--- src/rtl/fpu_dispatch.sv ---
// fpu_dispatch: single-outstanding issue controller between the core and the fixed-point unit
module fpu_dispatch #(
  parameter int TAG_W       = 5,
  parameter int DIV_TIMEOUT = 255
) (
  input  logic             clk,
  input  logic             reset,
  input  logic             req_valid,
  output logic             req_ready,
  input  logic [3:0]       req_op,
  input  logic [63:0]      req_a,
  input  logic [63:0]      req_b,
  input  logic [TAG_W-1:0] req_tag,
  output logic [3:0]       fpu_op,
  output logic [63:0]      fpu_a,
  output logic [63:0]      fpu_b,
  input  logic             fpu_busy,
  input  logic [63:0]      fpu_res,
  output logic             wb_valid,
  input  logic             wb_ready,
  output logic [63:0]      wb_data,
  output logic [TAG_W-1:0] wb_tag,
  output logic             wb_err
);
  localparam int WD_W = $clog2(DIV_TIMEOUT + 1);
  typedef enum logic [2:0] {IDLE, EXEC, DIV_DRAIN, DIV_LAUNCH, DIV_RUN, WB} state_t;
  state_t st, nxt;
  logic [3:0] op_r;
  logic [63:0] a_r, b_r, data_r;
  logic [TAG_W-1:0] tag_r;
  logic [WD_W-1:0] wd, wd_d;
  logic seen_busy, err_r, accept, legal, waiting, timeout, done;
  assign accept    = req_valid && req_ready;
  assign legal     = !(req_op inside {4'd7, 4'd8, 4'd14, 4'd15});
  assign waiting   = st == DIV_DRAIN || st == DIV_RUN;
  assign timeout   = waiting && wd >= WD_W'(DIV_TIMEOUT - 1);
  assign done      = st == DIV_RUN && seen_busy && !fpu_busy;
  assign req_ready = st == IDLE;
  assign wb_valid  = st == WB;
  assign fpu_op    = st == EXEC ? op_r : (st == DIV_LAUNCH || st == DIV_RUN) ? 4'b0011 : 4'b0000;
  assign fpu_a     = a_r;
  assign fpu_b     = b_r;
  assign wb_data   = data_r;
  assign wb_tag    = tag_r;
  assign wb_err    = err_r;
  always_comb begin
    nxt = st;
    unique case (st)
      IDLE:       nxt = !accept ? IDLE : !legal ? WB : req_op == 4'b0011 ? DIV_DRAIN : EXEC;
      EXEC:       nxt = WB;
      DIV_DRAIN:  nxt = timeout ? WB : !fpu_busy ? DIV_LAUNCH : DIV_DRAIN;
      DIV_LAUNCH: nxt = DIV_RUN;
      DIV_RUN:    nxt = (timeout || done) ? WB : DIV_RUN;
      WB:         nxt = wb_ready ? IDLE : WB;
      default:    nxt = IDLE;
    endcase
    wd_d = ((nxt == DIV_DRAIN && st != DIV_DRAIN) || nxt == DIV_LAUNCH) ? '0 :
           (waiting && wd != WD_W'(DIV_TIMEOUT)) ? wd + 1'b1 : wd;
  end
  always_ff @(posedge clk) begin
    if (!reset) begin
      st        <= IDLE;
      op_r      <= '0;
      a_r       <= '0;
      b_r       <= '0;
      tag_r     <= '0;
      wd        <= '0;
      seen_busy <= 1'b0;
      data_r    <= '0;
      err_r     <= 1'b0;
    end else begin
      st <= nxt;
      wd <= wd_d;
      if (accept) begin
        tag_r  <= req_tag;
        data_r <= '0;
        err_r  <= !legal;
        if (legal) begin
          op_r <= req_op;
          a_r  <= req_a;
          b_r  <= req_b;
        end
      end
      if (st == EXEC) data_r <= fpu_res;
      if (st == DIV_LAUNCH) seen_busy <= 1'b0;
      else if (st == DIV_RUN && fpu_busy) seen_busy <= 1'b1;
      if (done) data_r <= fpu_res;
      else if (timeout) begin
        data_r <= '0;
        err_r  <= 1'b1;
      end
    end
  end
endmodule

--- config.mk ---
export PLATFORM = sky130hd
export DESIGN_NAME = fpu_dispatch
export DESIGN_NICKNAME = d
export VERILOG_FILES = /design/src/rtl/fpu_dispatch.sv
export SDC_FILE = /design/constraint.sdc
export NUM_CORES = 1
export LEC_CHECK = 0
export BUFFER_PORTS_ARGS = -buffer_cell sky130_fd_sc_hd__buf_2
export CAP_MARGIN = 20
export CORE_AREA = 4 4 158 160
export DETAILED_ROUTE_END_ITERATION = 10
export DIE_AREA = 0 0 162 164
export GPL_ROUTABILITY_DRIVEN = 1
export SYNTH_ARGS = -nofsm -noshare
export SYNTH_HDL_FRONTEND = slang
export SYNTH_SLANG_ARGS = --single-unit
--- constraint.sdc ---
create_clock -name clk -period 3.1 [get_ports clk]
set_input_delay 0.465 -clock clk [delete_from_list [all_inputs] [get_ports clk]]
set_output_delay 0.465 -clock clk [all_outputs]
set_load 0.02 [all_outputs]
==> results.py <==
metrics = {
    "power": {
        "power_leakage_nw": 5.15,
        "power.density_mw_per_mm2": 633,
        "ir_drop_v": 0.000322,
    },
    "critical_path": {
        "cp_max_fo": 19,
        "r2r_cells": 5,
        "start_kind": "flop",
        "cp-end-kind": "primary output",
        "criticalPathCategory": "flop to primary output",
        "cp.required_ns": 2.63,
        "arrival_ns": 1.82,
    },
    "synth": {
        "syn_inst": 864,
        "yosysMostFrequentCell": "dfxtp_1",
        "synth.top_cell.area_share_pct": 55.2,
        "synth.top_cells.by_area": "dfxtp_1, nand3_1, nand2_1",
        "ys_seq_elements": 214,
        "synthArstFlopShare_pct": 0,
        "synth_edf_count": 0,
        "synth_area_leader_cell": "dfxtp_1",
        "syn_nets": 1072,
        "yosysWarnings": 0,
        "synth_seq_area_share_pct": 55.2,
        "synth_cell_types": 51,
        "synthesis.area_sq_mm": 0.00776,
        "yosys-top-cells-count": "dfxtp_1, nand2_1, nand3_1, o21ai_0, a22o_1",
        "avgSynthCellArea_sq_um": 8.99,
        "ys.flop_type": "dfxtp_1",
    },
    "min_path": {
        "worstHoldPathType": "input pin to flop",
        "holdPathStages": 2,
    },
    "clock_tree": {
        "cts_resized": 0,
        "cts-root-buf": "clkbuf_16",
        "hold_buffers": 0,
        "cts_made_buffers": 24,
        "cts_buffer_depth": 3,
        "cts.sinks": 214,
        "cts_setup_buffers": 0,
        "clk_latency_ns": 0.51,
        "clkTransAtPathRegs_ns": 0.06,
        "cts_tree": "yes",
        "htreeDepth": 1,
    },
    "floorplan": {
        "num_io_pins": 410,
        "coreArea_sq_mm": 0.0234,
        "die_w_um": 162,
        "start_util_pct": 33.2,
        "rows": 56,
        "die_h_um": 164,
        "die-area_sq_mm": 0.0266,
    },
    "outcome": {
        "outcome": "completed",
    },
    "global_routing": {
        "grt_max_degree": 227,
        "grt-ovfl-total": 0,
        "antenna_found_initial": 1,
        "grt_pass1_vias": 6886,
        "grt_use_total_pct": 16.9,
        "grt_pass1_wl_mm": 37.0,
    },
    "place": {
        "gp_congestion": 0.811,
        "pre_cts_ws_ns": 0.768,
        "hpwl_mm": 17.8,
        "io_buffers": 409,
    },
    "timing": {
        "rsz0062_at_grt": "false",
        "finalHoldViolCount": 0,
        "slew_headroom_pct": 29.6,
        "fin_ws_ns": 0.816,
        "tns_ns": 0,
        "setup_violations": 0,
        "fmax_mhz": 438,
        "fin_skew_ns": 0.0109,
        "period_share_pct": 73.7,
        "tightestPinTransition_ns": 1.06,
        "final-max-slew-violation-count": 0,
        "period_needed_ns": 2.28,
    },
    "detailed_routing": {
        "drc": 0,
        "via_per_inst": 4.74,
        "drt_iter0_markers": 418,
        "routed_wl_mm": 24.5,
        "firstDrtPassIters": 5,
        "ant_nets": 0,
        "drt-wirelength-per-cell_um": 15.6,
        "num_vias": 7465,
    },
    "finish": {
        "drive_gt1_share_pct": 37.6,
        "syn2layout_area_growth_pct": 39.5,
        "num-nets-final": 1448,
    },
    "job": {
        "drv_cap": 0,
    },
}
-- where the power goes --
| group | total [mW] | switching (mW) | internal [mW] |
|---|---|---|---|
| logic | 1.14 | 0.722 | 0.416 |
| clock network | 2.67 | 1.08 | 1.58 |
| registers | 3.06 | 0.101 | 2.96 |
| total | 6.86 | 1.91 | 4.96 |
-- kinds of logic after synthesis --
kind of cell	Yosys count	synth area share (%)
AOI/OAI and AO/OA	237	19.5
xor gates and xnor gates	3	0.435
adders and majority gates	2	0.322
buffers and inverters	83	5.09
DFF	214	55.2
muxes	1	0.193
and+or+nand+nor	324	19.2
-- metrics by stage --
step | power [mW] | area, sq um | hold WS [ns] | util [%] | cells
3_5_place_dp | 4.26 | 10100 | 0.444 | 43.1 | 1533
3_3_place_gp | 4.25 | 10100 | 0.440 | 43.1 | 1533
6_report | 6.86 | 10800 | 0.164 | 46.3 | 1574
2_1_floorplan | 3.79 | 7760 | 0.436 | - | 864
4_1_cts | 6.96 | 10800 | 0.138 | 46.3 | 1573
5_1_grt | 7.20 | 10800 | 0.143 | 46.3 | 1573
-- critical path, stage by stage (launching register included) --
cell and delay [ns]:
dfxtp_1 0.37, buf_4 0.25, nand2b_1 0.23, nor3b_1 0.26, buf_2 0.21
-- cells in the final DEF (no fill, tap or decap), types with 3 or more instances in the layout --
cell,instances
a22o_1,64
nand3_1,135
a21oi_1,14
nand2_1,150
nand2b_1,3
buf_12,7
nor2_1,13
buf_4,12
clkbuf_8,5
and3_1,3
o21ai_0,84
clkbuf_1,7
o211ai_1,3
buf_2,408
o21ai_1,50
clkbuf_16,25
a211oi_1,5
dfxtp_1,214
inv_1,4
-- cell type report --
cell class              instances  area [sq um]
diodes                          1          2.50
clock buffers                  37           721
clock inverters                 3          17.5
fillers                      2367         12600
inverters                       5          18.8
multi-input cells             567          3110
flip-flops and latches        214          4280
well taps                     319           399
repair buffers                428          2280
-- path summary, 6_finish.rpt --
path	from	endpoint	slack (ns)
worst max-delay path	st[0]$_SDFF_PN0_	fpu_op[2]	0.82
worst max register to register	st[1]$_SDFF_PN0_	wd[5]$_SDFFE_PP0P_	0.97
worst min register to register	fpu_b[54]$_SDFFE_PN0P_	fpu_b[54]$_SDFFE_PN0P_	0.45
worst min-delay path	fpu_res[24]	wb_data[24]$_SDFFE_PN0P_	0.16
-- flip-flops by register name (all words and copies together), names as in the netlist --
signal	cells
wb_data	64
seen_busy	1
wd	8
st	3
fpu_a	64
wb_tag	5
op_r	4
fpu_b	64
wb_err	1
-- routing by layer --
layer	up-vias	track usage [%]	wire, um
li1	3794	-	-
met1	3395	21.2	10200
met2	232	28.9	11900
met3	44	4.04	1600
met4	0	5.42	833
met5	-	0	0
Power figures use the tool's default switching activity.
